<file path="config.mk">
export PLATFORM = sky130hd
export DESIGN_NAME = multi_timer_capture
export DESIGN_NICKNAME = d
export VERILOG_FILES = /design/src/rtl/multi_timer_capture_pkg.sv /design/src/rtl/multi_timer_capture_timer_channel.sv /design/src/rtl/multi_timer_capture.sv
export SDC_FILE = /design/constraint.sdc
export NUM_CORES = 1
export LEC_CHECK = 0
export BUFFER_PORTS_ARGS = -buffer_cell sky130_fd_sc_hd__buf_2
export CORE_ASPECT_RATIO = 1.1
export CORE_MARGIN = 2
export CORE_UTILIZATION = 30
export DETAILED_ROUTE_END_ITERATION = 7
export SYNTH_ARGS = -nofsm -noshare
export SYNTH_HDL_FRONTEND = slang
export SYNTH_SLANG_ARGS = --single-unit
</file>
<file path="constraint.sdc">
create_clock -name clk -period 4.3 [get_ports clk]
set_input_delay 0 -clock clk [delete_from_list [all_inputs] [get_ports clk]]
set_output_delay 0 -clock clk [all_outputs]
set_load 0.01 [all_outputs]
</file>
<file path="src/rtl/multi_timer_capture_pkg.sv">
// Shared definitions for the multi-channel timer/capture block:
// channel FSM encoding and the per-channel mode constants.
package multi_timer_capture_pkg;

    typedef enum logic [1:0] {
        ST_IDLE   = 2'd0,
        ST_COUNT  = 2'd1,
        ST_RESULT = 2'd2
    } chan_state_t;

    localparam logic MODE_ONE_SHOT   = 1'b0;
    localparam logic MODE_CONTINUOUS = 1'b1;

endpackage

</file>
<file path="src/rtl/multi_timer_capture_timer_channel.sv">
// One timer/capture channel: counts shared prescaler ticks between a start
// request and a stop request, then publishes the count for one cycle.
//
// state     | meaning
// ----------+-----------------------------------------------------------
// ST_IDLE   | counter held at 0, waiting for enable_signal
// ST_COUNT  | counting ticks (saturating), waiting for final_signal
// ST_RESULT | result_valid pulse, counter cleared; back to IDLE or COUNT
module timer_channel
    import multi_timer_capture_pkg::*;
#(
    parameter int TIMER_COUNTER_WIDTH = 16
) (
    input  logic                           clk,
    input  logic                           rst,
    input  logic                           tick,
    input  logic                           enable_signal,
    input  logic                           final_signal,
    input  logic                           mode,
    output logic [TIMER_COUNTER_WIDTH-1:0] counter_result,
    output logic                           result_valid,
    output logic                           overflow,
    output logic                           busy
);

    localparam int W = TIMER_COUNTER_WIDTH;
    localparam logic [W-1:0] CNT_MAX = '1;
    localparam logic [W-1:0] CNT_ONE = W'(1);

    chan_state_t  state;
    logic [W-1:0] count;
    logic [W-1:0] start_val;

    // The edge that enters COUNT already counts the tick of that cycle, so a
    // measurement spanning N cycles sees exactly N/(prescaler+1) ticks
    // regardless of prescaler phase.
    assign start_val = tick ? CNT_ONE : '0;

    // Channel FSM with registered outputs.
    always_ff @(posedge clk) begin
        if (rst) begin
            state          <= ST_IDLE;
            count          <= '0;
            counter_result <= '0;
            result_valid   <= 1'b0;
            overflow       <= 1'b0;
            busy           <= 1'b0;
        end else begin
            result_valid <= 1'b0;
            case (state)
                ST_IDLE: begin
                    count <= '0;
                    busy  <= 1'b0;
                    // final_signal is deliberately ignored here, even when
                    // it arrives together with enable_signal.
                    if (enable_signal) begin
                        state    <= ST_COUNT;
                        count    <= start_val;
                        overflow <= 1'b0;
                        busy     <= 1'b1;
                    end
                end
                ST_COUNT: begin
                    if (final_signal) begin
                        // Capture the pre-increment value; a coincident tick
                        // is dropped.
                        state          <= ST_RESULT;
                        counter_result <= count;
                        result_valid   <= 1'b1;
                        count          <= '0;
                        busy           <= 1'b0;
                    end else if (tick) begin
                        if (count == CNT_MAX) begin
                            overflow <= 1'b1;
                        end else begin
                            count <= count + CNT_ONE;
                        end
                    end
                end
                ST_RESULT: begin
                    if (mode == MODE_CONTINUOUS) begin
                        state    <= ST_COUNT;
                        count    <= start_val;
                        overflow <= 1'b0;
                        busy     <= 1'b1;
                    end else begin
                        state <= ST_IDLE;
                        count <= '0;
                        busy  <= 1'b0;
                    end
                end
                default: begin
                    state <= ST_IDLE;
                    count <= '0;
                    busy  <= 1'b0;
                end
            endcase
        end
    end

endmodule

</file>
<file path="src/rtl/multi_timer_capture.sv">
// Multi-channel timer/capture: one shared prescaler tick generator feeding
// CHANNELS independent timer_channel instances.
module multi_timer_capture
    import multi_timer_capture_pkg::*;
#(
    parameter int CHANNELS            = 4,
    parameter int TIMER_COUNTER_WIDTH = 16,
    parameter int PRESCALER_WIDTH     = 16
) (
    input  logic                                    clk,
    input  logic                                    rst,
    input  logic [PRESCALER_WIDTH-1:0]              prescaler,
    input  logic [CHANNELS-1:0]                     enable_signal,
    input  logic [CHANNELS-1:0]                     final_signal,
    input  logic [CHANNELS-1:0]                     mode,
    output logic [CHANNELS*TIMER_COUNTER_WIDTH-1:0] counter_result,
    output logic [CHANNELS-1:0]                     result_valid,
    output logic [CHANNELS-1:0]                     overflow,
    output logic [CHANNELS-1:0]                     busy
);

    localparam int W = TIMER_COUNTER_WIDTH;

    logic [PRESCALER_WIDTH-1:0] pre_cnt;
    logic                       tick;

    // Using >= rather than == lets a lowered prescaler pull an overshot
    // count back to 0 on the next cycle, with a tick.
    assign tick = (pre_cnt >= prescaler);

    // Shared prescaler: counts 0..prescaler, wraps on tick.
    always_ff @(posedge clk) begin
        if (rst) begin
            pre_cnt <= '0;
        end else if (tick) begin
            pre_cnt <= '0;
        end else begin
            pre_cnt <= pre_cnt + PRESCALER_WIDTH'(1);
        end
    end

    for (genvar i = 0; i < CHANNELS; i++) begin : g_chan
        timer_channel #(
            .TIMER_COUNTER_WIDTH(W)
        ) u_chan (
            .clk           (clk),
            .rst           (rst),
            .tick          (tick),
            .enable_signal (enable_signal[i]),
            .final_signal  (final_signal[i]),
            .mode          (mode[i]),
            .counter_result(counter_result[i*W +: W]),
            .result_valid  (result_valid[i]),
            .overflow      (overflow[i]),
            .busy          (busy[i])
        );
    end

endmodule

</file>
==> flow_summary.json <==
{
  "status": "complete, no violations",
  "die_h_um": 169,
  "num_rows": 60,
  "ys.flop_type": "dfxtp_1",
  "clk_pin_slew_ns": 0.07,
  "p_leak_nw": 3.16,
  "final_common_cell": "nand2_1",
  "worst_pin_slew_ns": 1.01,
  "yosysWarningCount": 0,
  "dieArea_sq_um": 25900,
  "p_seq_share_pct": 48.3,
  "die_x_um": 154,
  "syn_area_sq_um": 7390,
  "yosys.area.top_type_share_pct": 44.4,
  "drtIter0Drc": 373,
  "dr.pass1.iters": 4,
  "antenna_found_initial": 0,
  "layout_common_cells": "174 x nand2_1, 164 x dfxtp_1, 119 x a21oi_1, 104 x buf_2, 44 x nor2_1",
  "port_buffers": 105,
  "timing.fmax_mhz": 311,
  "power_switching_uw": 730,
  "reg2regPathDepth": 7,
  "fin_crit_sh_pct": 74.7,
  "skew_ns": 0.0128,
  "synth_edf_count": 0,
  "min-delay-path-class": "in2reg",
  "vias": 6656,
  "num_io_pins": 106,
  "totalPowerFinal_mw": 3.19,
  "cts_resized": 0,
  "cp_data_required_time_ns": 4.65,
  "area_delta_synth_final_pct": 17.6,
  "n_fill_cell": 2593,
  "setup_viol": 0,
  "tritoncts": "done",
  "coreArea_sq_um": 24300,
  "async_flop_share_pct": 0,
  "clock_latency_ns": 0.43,
  "cp_max_fo": 111,
  "cts_sinks": 164,
  "min_period_ns": 3.21,
  "finalWorstSetupSlack_ns": 1.09,
  "grt_pass1_vias": 6015,
  "power_frac_clock_pct": 47.9,
  "gr-total-overflow": 0,
  "placed_cell_area_sq_um": 8020,
  "clock_path_buffers": 2,
  "crit_type": "reg2reg",
  "post-place-ws_ns": 1.18,
  "routed_wl_um": 17800,
  "final_hold_viol_count": 0,
  "via_per_inst": 5.09,
  "numCtsBuffers": 17,
  "nets": 1036,
  "synth_top_area_cell": "dfxtp_1",
  "num_antenna_cells": 0,
  "startpoint_type": "flop",
  "cp-endpoint": "g_chan[3].u_chan.count[9]",
  "p_sw_share_pct": 22.9,
  "syn_area_per_cell_sq_um": 8.07,
  "grt_max_degree": 112,
  "dp_hpwl_um": 12000,
  "max-vdd-ir-drop_mv": 0.220,
  "design_area_sq_um": 8690,
  "comb_power_share_pct": 3.8,
  "start_util_pct": 30.4,
  "ys_seq_area_share_pct": 44.4,
  "gp_congestion": 0.821,
  "root_buffer": "clkbuf_16",
  "r2r_slack_ns": 1.09,
  "routedWlPerCell_um": 13.6,
  "drtAntennaViolNets": 0,
  "cts.htree.levels": 4,
  "p_per_area_nw_per_um2": 367,
  "grt_pass1_wl_um": 29600,
  "critPathLaunch": "pre_cnt[13]",
  "slew_violations": 0,
  "r2r-end": "g_chan[3].u_chan.count[9]",
  "endpoint_kind": "flop",
  "tns_ns": 0,
  "synth_area_leaders": "dfxtp_1 44%, nand2_1 8.8%, a21oi_1 8.1%",
  "synth.distinct_cells": 49,
  "maxSlewHeadroom_pct": 32.6,
  "ys_seq_elements": 164,
  "route.detailed.drc": 0,
  "grt_use_total_pct": 13.7,
  "syn_inst": 916,
  "drive_gt1_share_pct": 14.7,
  "intPower_mw": 2.46,
  "rsz0062_at_grt": "false",
  "cap_violations": 0,
  "cp.arrival_ns": 3.56,
  "worstReg2RegStart": "pre_cnt[13]",
  "synth_fp_nets": 967
}
-- worst min path at each step --
stage               startpoint                   endpoint  slack, ns  cells after the start
6_report               mode[0]  g_chan[0].u_chan.overflow       0.03                      4
5_1_grt                mode[0]  g_chan[0].u_chan.overflow       0.04                      4
4_1_cts                mode[0]  g_chan[0].u_chan.overflow      0.002                      4
3_5_place_dp           mode[2]  g_chan[2].u_chan.state[0]       0.33                      3
3_3_place_gp           mode[2]  g_chan[2].u_chan.state[0]       0.33                      3
2_1_floorplan  final_signal[2]      g_chan[2].u_chan.busy       0.18                      3
-- worst max-delay path, stage by stage (launching register included) --
cell and delay [ns]:
dfxtp_1 0.35, ha_1 0.31, nand4_1 0.15, or3_1 0.42, or4_1 0.58, and3_4 0.47, or4_1 0.63, a21oi_1 0.17
-- flip-flops by register name, summed over array words and instances, names as in the netlist --
register and cells:
g_chan.u_chan.result_valid 4, g_chan.u_chan.count 64, g_chan.u_chan.state 8, g_chan.u_chan.overflow 4
pre_cnt 16, g_chan.u_chan.counter_result 64, g_chan.u_chan.busy 4
-- synth_stat cells, types with 12 or more instances --
cell type and count:
nor3_1 24, inv_1 20, nand2_1 174, ha_1 21, or4_1 26, nor2_1 44
clkbuf_1 43, and3_1 14, or3_1 27, o21ai_0 31, nand4_1 28, a21oi_1 119
buf_4 12, nand3_1 38, dfxtp_1 164, o31ai_1 14
-- power groups by stage --
stage               registers, mW  logic, mW  clock network, mW
floorplan                    1.57     0.0843                  0
global placement             1.57      0.116                  0
detailed placement           1.57      0.117                  0
CTS                          1.54      0.123               1.57
global route                 1.54      0.137               1.63
finish                       1.54      0.121               1.53
-- metrics by stage --
step / hold WS, ns / std cells / util (%)
6_report: 0.0261 / 1308 / 35.7
5_1_grt: 0.0394 / 1308 / 35.7
4_1_cts: 0.00209 / 1308 / 35.7
3_5_place_dp: 0.328 / 1268 / 33.0
3_3_place_gp: 0.329 / 1268 / 33.0
2_1_floorplan: 0.177 / 916 / -
-- cell families after synthesis --
| kind of cell | count (synthesis) | share of synthesized area [%] |
|---|---|---|
| and+or+nand+nor | 426 | 28.9 |
| AOI/OAI and AO/OA | 200 | 15.5 |
| muxes | 6 | 0.830 |
| DFF | 164 | 44.4 |
| buffers and inverters | 85 | 5.13 |
| xor gates and xnor gates | 14 | 1.66 |
| adders and majority gates | 21 | 3.56 |
-- what timing repair did --
action | CTS | global route
hold endpoints to repair | 11 | 0
hold buffers | 8 | 0
setup buffers | 0 | 0
-- cell type report --
class                   instances  area, sq um  area share [%]
clock buffers                  20          457            5.26
clock inverters                12          130            1.50
well taps                     310          388            4.46
multi-input cells             667         3730            43.0
repair buffers                115          623            7.17
flip-flops and latches        164         3280            37.8
inverters                      20         75.1           0.864
-- per-layer routing --
| layer | up-vias | share of wire [%] | global-route usage (%) |
|---|---|---|---|
| met5 | - | 0 | 0 |
| met4 | 0 | 1.8 | 5.27 |
| met3 | 25 | 4.8 | 3.33 |
| met2 | 137 | 47 | 22.0 |
| met1 | 3077 | 47 | 17.8 |
| li1 | 3417 | - | - |
No activity file was read; power rests on OpenSTA's default activity.
